`src/rtl/rom_y_fetch_if.sv`:
```
// Bus bundle between rom_y_fetch, the ROM_Y macro, its controller and the y consumer.
// ROM_Y_FETCH_NORM_EN adds the norm_sq result to the bundle.
`ifndef ROM_ADDR_WIDTH
`define ROM_ADDR_WIDTH 8
`endif
`ifndef ROM_DATA_WIDTH
`define ROM_DATA_WIDTH 16
`endif

interface rom_y_fetch_if #(
   parameter int unsigned ADDR_W = `ROM_ADDR_WIDTH,
   parameter int unsigned DATA_W = `ROM_DATA_WIDTH
);
`ifdef ROM_Y_FETCH_NORM_EN
   localparam int unsigned NORM_W = 2 * DATA_W + ADDR_W;
   logic [NORM_W-1:0] norm_sq;
`endif
   logic              start;
   logic [ADDR_W-1:0] base_addr;
   logic [ADDR_W-1:0] len;
   logic              busy;
   logic              done;
   logic [ADDR_W-1:0] rom_a;
   logic              rom_oe;
   logic [DATA_W-1:0] rom_q;
   logic [DATA_W-1:0] y_data;
   logic [ADDR_W-1:0] y_idx;
   logic              y_valid;
   logic              y_ready;

   modport master (
`ifdef ROM_Y_FETCH_NORM_EN
      output norm_sq,
`endif
      input  start, base_addr, len, rom_q, y_ready,
      output busy, done, rom_a, rom_oe, y_data, y_idx, y_valid
   );

   modport slave (
`ifdef ROM_Y_FETCH_NORM_EN
      input  norm_sq,
`endif
      output start, base_addr, len, rom_q, y_ready,
      input  busy, done, rom_a, rom_oe, y_data, y_idx, y_valid
   );
endinterface

```
`src/rtl/rom_y_fetch.sv`:
```
// Streams the y vector out of ROM_Y through a 2-entry credit-controlled FIFO.
// Optional ||y||^2 accumulator enabled by defining ROM_Y_FETCH_NORM_EN.
`ifndef ROM_ADDR_WIDTH
`define ROM_ADDR_WIDTH 8
`endif
`ifndef ROM_DATA_WIDTH
`define ROM_DATA_WIDTH 16
`endif

module rom_y_fetch #(
   parameter int unsigned ADDR_W = `ROM_ADDR_WIDTH,
   parameter int unsigned DATA_W = `ROM_DATA_WIDTH
) (
   input logic           CK,
   input logic           RST_N,
   rom_y_fetch_if.master bus
);
   localparam int unsigned CNT_W = 3;

   typedef enum logic [1:0] {IDLE, FETCH, DRAIN, FIN} state_t;

   state_t            state, state_n;
   logic [ADDR_W-1:0] len_q;
   logic [ADDR_W-1:0] issue_cnt;
   logic [ADDR_W-1:0] pop_cnt;
   logic              pend;
   logic [1:0]        fifo_cnt;
   logic [DATA_W-1:0] slot1_data;
   logic [ADDR_W-1:0] slot1_idx;
   logic [ADDR_W-1:0] wr_idx;

   logic              pop;
   logic              credit_ok;
   logic              last_issue;
   logic              issue;
   logic              start_acc;
   logic              busy_n;
   logic              done_n;
   logic              rom_oe_n;

   assign pop        = bus.y_valid & bus.y_ready;
   assign credit_ok  = (CNT_W'(fifo_cnt) + CNT_W'(pend)) < (CNT_W'(2) + CNT_W'(pop));
   assign last_issue = (issue_cnt + ADDR_W'(1)) == len_q;
   // The word returning this cycle was issued last cycle, before issue_cnt advanced.
   assign wr_idx     = issue_cnt - ADDR_W'(1);

   always_ff @(posedge CK or negedge RST_N) begin
      if (!RST_N) state <= IDLE;
      else        state <= state_n;
   end

   always_comb begin
      state_n   = state;
      issue     = 1'b0;
      start_acc = 1'b0;
      unique case (state)
         IDLE: begin
            if (bus.start) begin
               start_acc = 1'b1;
               state_n   = (bus.len == '0) ? FIN : FETCH;
            end
         end
         FETCH: begin
            issue = credit_ok;
            if (issue && last_issue) state_n = DRAIN;
         end
         DRAIN: begin
            if (pop && ((pop_cnt + ADDR_W'(1)) == len_q)) state_n = FIN;
         end
         FIN:     state_n = IDLE;
         default: state_n = IDLE;
      endcase
      busy_n   = (state_n != IDLE);
      done_n   = (state_n == FIN);
      rom_oe_n = (state_n == FETCH) || ((state_n == DRAIN) && issue);
   end

   // rom_a always points at the next unissued word and parks on the last one.
   always_ff @(posedge CK or negedge RST_N) begin
      if (!RST_N) begin
         bus.busy   <= 1'b0;
         bus.done   <= 1'b0;
         bus.rom_oe <= 1'b0;
         bus.rom_a  <= '0;
         pend       <= 1'b0;
         len_q      <= '0;
         issue_cnt  <= '0;
         pop_cnt    <= '0;
      end else begin
         bus.busy   <= busy_n;
         bus.done   <= done_n;
         bus.rom_oe <= rom_oe_n;
         pend       <= issue;
         if (start_acc) begin
            len_q     <= bus.len;
            issue_cnt <= '0;
            pop_cnt   <= '0;
            bus.rom_a <= bus.base_addr;
         end else begin
            if (issue) begin
               issue_cnt <= issue_cnt + ADDR_W'(1);
               if (!last_issue) bus.rom_a <= bus.rom_a + ADDR_W'(1);
            end
            if (pop) pop_cnt <= pop_cnt + ADDR_W'(1);
         end
      end
   end

   // Head entry lives directly in the y_* output registers; slot1 is the second entry.
   always_ff @(posedge CK or negedge RST_N) begin
      if (!RST_N) begin
         fifo_cnt    <= '0;
         bus.y_valid <= 1'b0;
         bus.y_data  <= '0;
         bus.y_idx   <= '0;
         slot1_data  <= '0;
         slot1_idx   <= '0;
      end else begin
         unique case ({pend, pop})
            2'b10: begin
               fifo_cnt <= fifo_cnt + 2'd1;
               if (fifo_cnt == 2'd0) begin
                  bus.y_data  <= bus.rom_q;
                  bus.y_idx   <= wr_idx;
                  bus.y_valid <= 1'b1;
               end else begin
                  slot1_data <= bus.rom_q;
                  slot1_idx  <= wr_idx;
               end
            end
            2'b01: begin
               fifo_cnt <= fifo_cnt - 2'd1;
               if (fifo_cnt == 2'd2) begin
                  bus.y_data <= slot1_data;
                  bus.y_idx  <= slot1_idx;
               end else begin
                  bus.y_valid <= 1'b0;
               end
            end
            2'b11: begin
               if (fifo_cnt == 2'd1) begin
                  bus.y_data <= bus.rom_q;
                  bus.y_idx  <= wr_idx;
               end else begin
                  bus.y_data <= slot1_data;
                  bus.y_idx  <= slot1_idx;
                  slot1_data <= bus.rom_q;
                  slot1_idx  <= wr_idx;
               end
            end
            default: ;
         endcase
      end
   end

   overflow_chk: assert property (@(posedge CK) disable iff (!RST_N)
      !(pend && !pop && (fifo_cnt == 2'd2)));

`ifdef ROM_Y_FETCH_NORM_EN
   localparam int unsigned NORM_W = 2 * DATA_W + ADDR_W;
   logic signed [2*DATA_W-1:0] sq;

   assign sq = $signed(bus.y_data) * $signed(bus.y_data);

   always_ff @(posedge CK or negedge RST_N) begin
      if (!RST_N)         bus.norm_sq <= '0;
      else if (start_acc) bus.norm_sq <= '0;
      else if (pop)       bus.norm_sq <= bus.norm_sq + NORM_W'(sq);
   end
`endif

endmodule

```
`src/flat_wrapper.sv`:
```
// flat-port wrapper written by rule: the top's interface ports become plain ports
module rom_y_fetch_flat 
#(
   parameter int unsigned ADDR_W = `ROM_ADDR_WIDTH,
   parameter int unsigned DATA_W = `ROM_DATA_WIDTH
)
  (CK, RST_N, bus_start, bus_base_addr, bus_len, bus_rom_q, bus_y_ready, bus_busy, bus_done, bus_rom_a, bus_rom_oe, bus_y_data, bus_y_idx, bus_y_valid);
  rom_y_fetch_if #(.ADDR_W(ADDR_W), .DATA_W(DATA_W)) bus_i ();
  input logic CK;
  input logic RST_N;
  input wire logic [$bits(bus_i.start)-1:0] bus_start;
  input wire logic [$bits(bus_i.base_addr)-1:0] bus_base_addr;
  input wire logic [$bits(bus_i.len)-1:0] bus_len;
  input wire logic [$bits(bus_i.rom_q)-1:0] bus_rom_q;
  input wire logic [$bits(bus_i.y_ready)-1:0] bus_y_ready;
  output wire logic [$bits(bus_i.busy)-1:0] bus_busy;
  output wire logic [$bits(bus_i.done)-1:0] bus_done;
  output wire logic [$bits(bus_i.rom_a)-1:0] bus_rom_a;
  output wire logic [$bits(bus_i.rom_oe)-1:0] bus_rom_oe;
  output wire logic [$bits(bus_i.y_data)-1:0] bus_y_data;
  output wire logic [$bits(bus_i.y_idx)-1:0] bus_y_idx;
  output wire logic [$bits(bus_i.y_valid)-1:0] bus_y_valid;
  assign bus_i.start = bus_start;
  assign bus_i.base_addr = bus_base_addr;
  assign bus_i.len = bus_len;
  assign bus_i.rom_q = bus_rom_q;
  assign bus_i.y_ready = bus_y_ready;
  assign bus_busy = bus_i.busy;
  assign bus_done = bus_i.done;
  assign bus_rom_a = bus_i.rom_a;
  assign bus_rom_oe = bus_i.rom_oe;
  assign bus_y_data = bus_i.y_data;
  assign bus_y_idx = bus_i.y_idx;
  assign bus_y_valid = bus_i.y_valid;
  rom_y_fetch #(.ADDR_W(ADDR_W), .DATA_W(DATA_W)) u_core (.CK(CK), .RST_N(RST_N), .bus(bus_i));
endmodule
```
`config.mk`:
```
export PLATFORM = sky130hd
export DESIGN_NAME = rom_y_fetch_flat
export DESIGN_NICKNAME = d
export VERILOG_FILES = /design/src/rtl/rom_y_fetch_if.sv /design/src/rtl/rom_y_fetch.sv /design/src/flat_wrapper.sv
export SDC_FILE = /design/constraint.sdc
export NUM_CORES = 1
export LEC_CHECK = 0
export CAP_MARGIN = 20
export CELL_PAD_IN_SITES_DETAIL_PLACEMENT = 1
export CELL_PAD_IN_SITES_GLOBAL_PLACEMENT = 1
export CORE_MARGIN = 2
export CORE_UTILIZATION = 35
export CTS_CLUSTER_SIZE = 28
export DETAILED_ROUTE_END_ITERATION = 12
export HOLD_SLACK_MARGIN = 0.1
export PLACE_DENSITY = 0.77
export SYNTH_ARGS = -nofsm -noshare
export SYNTH_HDL_FRONTEND = slang
export SYNTH_SLANG_ARGS = --single-unit
```
`constraint.sdc`:
```
create_clock -name CK -period 2.3 [get_ports CK]
set_clock_uncertainty 0.05 [all_clocks]
set_input_delay 0.46 -clock CK [delete_from_list [all_inputs] [get_ports CK]]
set_output_delay 0.46 -clock CK [all_outputs]
set_load 0.05 [all_outputs]
```
Word level (Yosys, flattened, before mapping). Cells that the tools add are included.

Word-level logic and storage cells: 94. Output and inout port bits: 36. Input bits: 36. Register bits: 89.

$add $sub $neg: 8. Reductions and logical operators: 17. Equality and inequality tests: 19. Magnitude comparators: 1. Bitwise logic cells: 1. Muxes and demuxes: 33.

Operators with widths (number): 2-to-1 mux 8 bit (12); 2-to-1 mux 16 bit (5); case mux 16 bit (3 select lines) (1); case mux 16 bit (2 select lines) (1); adder 8 x 1 -> 8 bit (second input constant) (3); case mux 8 bit (3 select lines) (1); equality test 8 bit (2); case mux 8 bit (2 select lines) (1); equality test 2 bit (second input constant) (7); nonzero test 2 bit (5); AND reduction 3 bit (3); equality test 2 x 1 -> 1 bit (second input constant) (4); zero test 8 bit (1); 2-to-1 mux 2 bit (4); != test 2 bit (second input constant) (4); case mux 2 bit (4 select lines) (1); subtractor 8 x 1 -> 8 bit (second input constant) (1); 2-to-1 mux 1 bit (5); zero test 2 bit (2); != test 2 x 1 -> 1 bit (second input constant) (2); case mux 2 bit (2 select lines) (1); adder 2 x 1 -> 3 bit (1); adder 2 x 1 -> 3 bit (first input constant) (1); logical AND 1 bit (3); other kinds (8) (8).

Logic depth before layout (Yosys ltp).
Word-level depth: 9. Depth in mapped cells: 10. Mapped depth without buffers: 9.

Worst setup path before layout. OpenSTA, ideal clock, no wires.

Path kind: reg-to-reg. From: reg u_core.bus.y_valid. To: reg u_core.slot1_data[10]. Setup slack: -442 ps. Library setup time: 125 ps. Data arrival time: 2567 ps. Data required time: 2125 ps. Stages on the path, launching flop included: 7. Path buffers: 1. Period minus slack after synthesis: 2742 ps. Cells stage by stage: dfrtp_1 -> nand2_1 -> clkinv_1 -> ha_1 -> o211ai_1 -> clkbuf_1 -> mux2_2.

Cells in the longest elaborated chain, start to end: 4. Elaborated cells on any way between the ends: 8. Those cells by class: eq/ne: 4; mux: 1; bitwise: 1; reduce/logical: 2.

RTL lines: from (decl) (line rom_y_fetch_if.sv:36) `output busy, done, rom_a, rom_oe, y_data, y_idx, y_valid`; from (signal assigned) (line rom_y_fetch.sv:113) `bus.y_valid <= 1'b0;`; from (signal assigned) (line rom_y_fetch.sv:125) `bus.y_valid <= 1'b1;`; from (signal assigned) (line rom_y_fetch.sv:137) `bus.y_valid <= 1'b0;`; AND 1 bit (*) (line rom_y_fetch.sv:41) `assign pop = bus.y_valid & bus.y_ready;`; equality test 2 bit (line rom_y_fetch.sv:119) `unique case ({pend, pop})`; != test 2 bit (no source line) / nonzero test 2 bit (equally long branches); AND reduction 3 bit (no source line); to (signal assigned) (line rom_y_fetch.sv:127) `slot1_data <= bus.rom_q;`; to (signal assigned) (line rom_y_fetch.sv:147) `slot1_data <= bus.rom_q;`; to (decl) (line rom_y_fetch.sv:28) `logic [DATA_W-1:0] slot1_data;`.

Every way passes the cells marked *; elsewhere a longest branch is shown, timed or not. A chain may end at the register's enable or synchronous reset.

Final worst setup path.
From: reg u_core.issue_cnt[0]. To: reg u_core.bus.rom_a[6].

Cells in the longest elaborated chain, start to end: 4.

RTL lines: from (decl) (line rom_y_fetch.sv:24) `logic [ADDR_W-1:0] issue_cnt;`; from (signal assigned) (line rom_y_fetch.sv:101) `issue_cnt <= issue_cnt + ADDR_W'(1);`; adder 8 x 1 -> 8 bit (line rom_y_fetch.sv:43) `assign last_issue = (issue_cnt + ADDR_W'(1)) == len_q;`; equality test 8 bit (line rom_y_fetch.sv:43); != test 2 bit (no source line); AND reduction 2 bit (no source line); to (signal assigned) (line rom_y_fetch.sv:98) `bus.rom_a <= bus.base_addr;`; to (signal assigned) (line rom_y_fetch.sv:102) `if (!last_issue) bus.rom_a <= bus.rom_a + ADDR_W'(1);`; to (decl) (line rom_y_fetch_if.sv:36).

No other way between the ends.

==> flow_summary.toml <==
[outcome]
status = "finished clean"

[setup_path]
crit_end = "u_core.bus.rom_a[6]$_DFFE_PN0P_"
cp.arrival_ns = 2.37
cp_cell_sequence = "ha_2 -> and3_4 -> a211oi_2 -> a211oi_2 -> o221ai_4 -> nand2_1 -> a311o_1"
worstPathMaxFanout = 6
critPathCaptureType = "register"
slowest_delay_ns = 0.46
r2r_start = "u_core.issue_cnt[0]$_DFFE_PN0P_"
worstSetupStartpointType = "register"
rrSetupSlack_ns = 0.10
cpMaxStageDelayCell = "dfrtp_2"
ff2ff_path_depth = 7
cp-startpoint = "u_core.issue_cnt[0]$_DFFE_PN0P_"
r2r-end = "u_core.bus.rom_a[6]$_DFFE_PN0P_"
criticalPathCategory = "reg2reg"
required_ns = 2.47
timing.critical_path.mode_cell = "a211oi_2"

[sta]
finalSetupViolations = 0
final-hold-violation-count = 0
setup_tns_ns = 0
period_minus_slack_ns = 2.20
min_period_over_period_pct = 95.5
finalMaxSlewViolations = 0
tightest_slew_ns = 0.623
rsz0062_at_grt = "true"
fmax_ghz = 0.455
slew_headroom_pct = 58.4

[global_route]
overflow = 0
grt_pass1_wl_mm = 21.3
antenna_found_initial = 0
grt_usage_pct = 18.8
grt_max_degree = 49
grt_pass1_vias = 4301

[yosys]
syn_avg_cell_area_um2 = 9.67
synth_enable_flop_cells = 0
synthDistinctLibCells = 49
postSynth.asyncResetShare_pct = 100
ys_seq_area_share_pct = 48.5
syn_nets = 524
synth_seq_cells = 89
syn-instance-count = 475
synth_flop_cell = "dfrtp_1"
yosysWarnings = 0
syn_area_um2 = 4590

[routing]
wl_per_cell_um = 17.2
dr.first_iter.drc_count = 227
wl_mm = 12.8
firstDrtPassIters = 6
post-route-drc-count = 0
via_per_inst = 5.23
ant_nets = 0
routed-via-count = 3900

[clock_tree]
clk_latency_ns = 0.35
cts_tree = "done"
clkTransAtPathRegs_ns = 0.07
htree_levels = 3
cts_buffer_depth = 2
cts_buffers = 9
cts_sinks = 89
clockRootBuffer = "clkbuf_16"

[final_layout]
diodes = 0
fin_nets = 617
fin_cells = 745
final_area_um2 = 6100
drive_gt1_share_pct = 18.5
syn2layout_area_growth_pct = 32.9

[job]
drv_cap = 0

[pwr]
swShare_pct = 46.9
ir_drop_v = 0.000935
combPwrFrac_pct = 57.7
clkPwrFrac_pct = 13.3
power.density_nw_per_um2 = 1670
power_switching_w = 0.00478
p_int_w = 0.00542
seqPwrFrac_pct = 29.0
p_leak_nw = 2.60

[place]
place.detailed.hpwl_mm = 9.08
placed_cell_area_um2 = 5740
dp.cells = 725
routabilityCongestion = 0.865
numPortBuffers = 71

[floorplan]
die_w_um = 119
dieArea_um2 = 14100
placementRows = 41
die_y_um = 119
core_area_um2 = 12700
start_util_pct = 36.1
ios = 72

[min_path]
hold_start = "u_core.slot1_idx[1]$_DFFE_PN0P_"
worstHoldPathType = "reg2reg"
cells by family (layout without fill, tap and decap cells):
family / Yosys count / count (layout) / synth area share (%)
AND/OR/NAND/NOR: 165 / 166 / 16.5
AO/OA/AOI/OAI: 109 / 109 / 15.0
buffers and inverters: 44 / 141 / 4.17
multiplexers: 23 / 23 / 5.88
adder cells (fa/ha/maj): 13 / 13 / 3.54
XOR/XNOR: 32 / 32 / 6.40
flip-flops: 89 / 89 / 48.5
state kept, by name, indices dropped and copies added, names as in the netlist:
name / flops
u_core.bus.y_idx: 8
u_core.pop_cnt: 8
u_core.bus.busy: 1
u_core.fifo_cnt: 2
u_core.bus.y_valid: 1
u_core.bus.done: 1
u_core.pend: 1
u_core.bus.rom_a: 8
u_core.state: 2
u_core.issue_cnt: 8
u_core.bus.rom_oe: 1
u_core.slot1_data: 16
u_core.slot1_idx: 8
u_core.bus.y_data: 16
u_core.len_q: 8
how the worst min path moves through the flow:
stage,to,slack [ns],cells past startpoint
after detailed placement,u_core.bus.y_data[3]$_DFFE_PN0P_,0.32,1
final,u_core.slot1_idx[1]$_DFFE_PN0P_,0.43,2
after CTS,u_core.slot1_idx[1]$_DFFE_PN0P_,0.44,2
after floorplan,u_core.bus.busy$_DFF_PN0_,0.11,0
after global routing,u_core.slot1_idx[1]$_DFFE_PN0P_,0.47,2
after global placement,u_core.bus.y_data[3]$_DFFE_PN0P_,0.31,1
power by group through the flow:
stage                     Clock [W]  Sequential (W)  Combinational (W)
after global routing        0.00144         0.00306            0.00641
after floorplan                   0         0.00377            0.00290
after detailed placement          0         0.00297            0.00574
after CTS                   0.00139         0.00295            0.00580
final                       0.00136         0.00296            0.00589
after global placement            0         0.00292            0.00544
routing by layer:
| metal | global-route usage (%) | routed length (um) | vias to the layer above |
|---|---|---|---|
| met3 | 3.57 | 468 | 17 |
| met5 | 0 | 0 | - |
| met1 | 23.1 | 5770 | 1955 |
| met4 | 5.88 | 213 | 0 |
| li1 | - | - | 1844 |
| met2 | 33.0 | 6400 | 84 |
synth_stat cells, types with 2 or more instances:
library cell	n	area (um^2)
a211oi_1	3	22.5
a21oi_1	33	165
a22oi_1	24	180
a31oi_1	2	12.5
and3_1	6	37.5
and3_2	2	15.0
buf_1	6	22.5
buf_2	3	15.0
buf_4	2	15.0
buf_6	2	22.5
clkbuf_1	19	71.3
dfrtp_1	89	2230
ha_1	13	163
inv_1	11	41.3
mux2_2	22	248
nand2_1	65	244
nand2b_1	2	12.5
nand3_1	21	105
nand3_4	2	35.0
nand4_1	3	18.8
nor2_1	45	169
nor3_1	5	25.0
nor3b_1	2	15.0
nor4_1	3	18.8
o21ai_0	28	140
o22ai_1	2	12.5
o31ai_1	6	45.0
or3_1	4	25.0
xnor2_1	12	105
xor2_1	19	166
repair_timing:
action | in CTS | in global routing
setup endpoints to repair | 10 | 33
hold buffers | 1 | 0
pin swaps | 2 | 4
hold endpoints to repair | 20 | 0
gates resized for setup | 6 | 14
setup buffers | 1 | 1
gates cloned | 0 | 1
critical path, delay by kind of cell, from the launching register on:
| kind | cells | cell delay, ns |
|---|---|---|
| adder cells (fa/ha/maj) | 1 | 0.22 |
| flip-flops | 1 | 0.46 |
| AND/OR/NAND/NOR | 2 | 0.35 |
| AO/OA/AOI/OAI | 4 | 0.99 |
area by class of cell:
class / count / area (um^2)
flip-flops and latches: 89 / 2230
repair buffers: 113 / 1080
multi-input cells: 343 / 2270
fillers: 1459 / 6620
clock buffers: 11 / 233
inverters: 12 / 46.3
well taps: 172 / 215
clock inverters: 5 / 32.5
placed cells by master, fill, tap and decap left out, drive strengths merged, types with 2 or more instances in the layout:
master	instances
o21ai	29
inv	11
buf	42
dfrtp	89
nand2	65
a211oi	3
mux2	22
o31ai	6
or3	4
and3	8
clkdlybuf4s50	70
nor4	3
a21oi	33
o22ai	2
nand2b	2
a31oi	2
nor3	5
nor3b	2
clkinv	6
clkbuf	11
ha	13
nor2	46
a22oi	24
nand3	23
xor2	19
xnor2	12
nand4	3
through the flow:
stage | util, % | power (W) | hold WS [ns] | worst slack, ns
4_1_cts | 47.5 | 0.0101 | 0.439 | -0.00422
3_5_place_dp | 45.1 | 0.00871 | 0.320 | -0.380
3_3_place_gp | 45.1 | 0.00836 | 0.315 | -0.241
2_1_floorplan | - | 0.00667 | 0.114 | 0.000179
6_report | 48.0 | 0.0102 | 0.434 | 0.103
5_1_grt | 48.0 | 0.0109 | 0.471 | -0.00523
(Power assumes the default switching activity.)
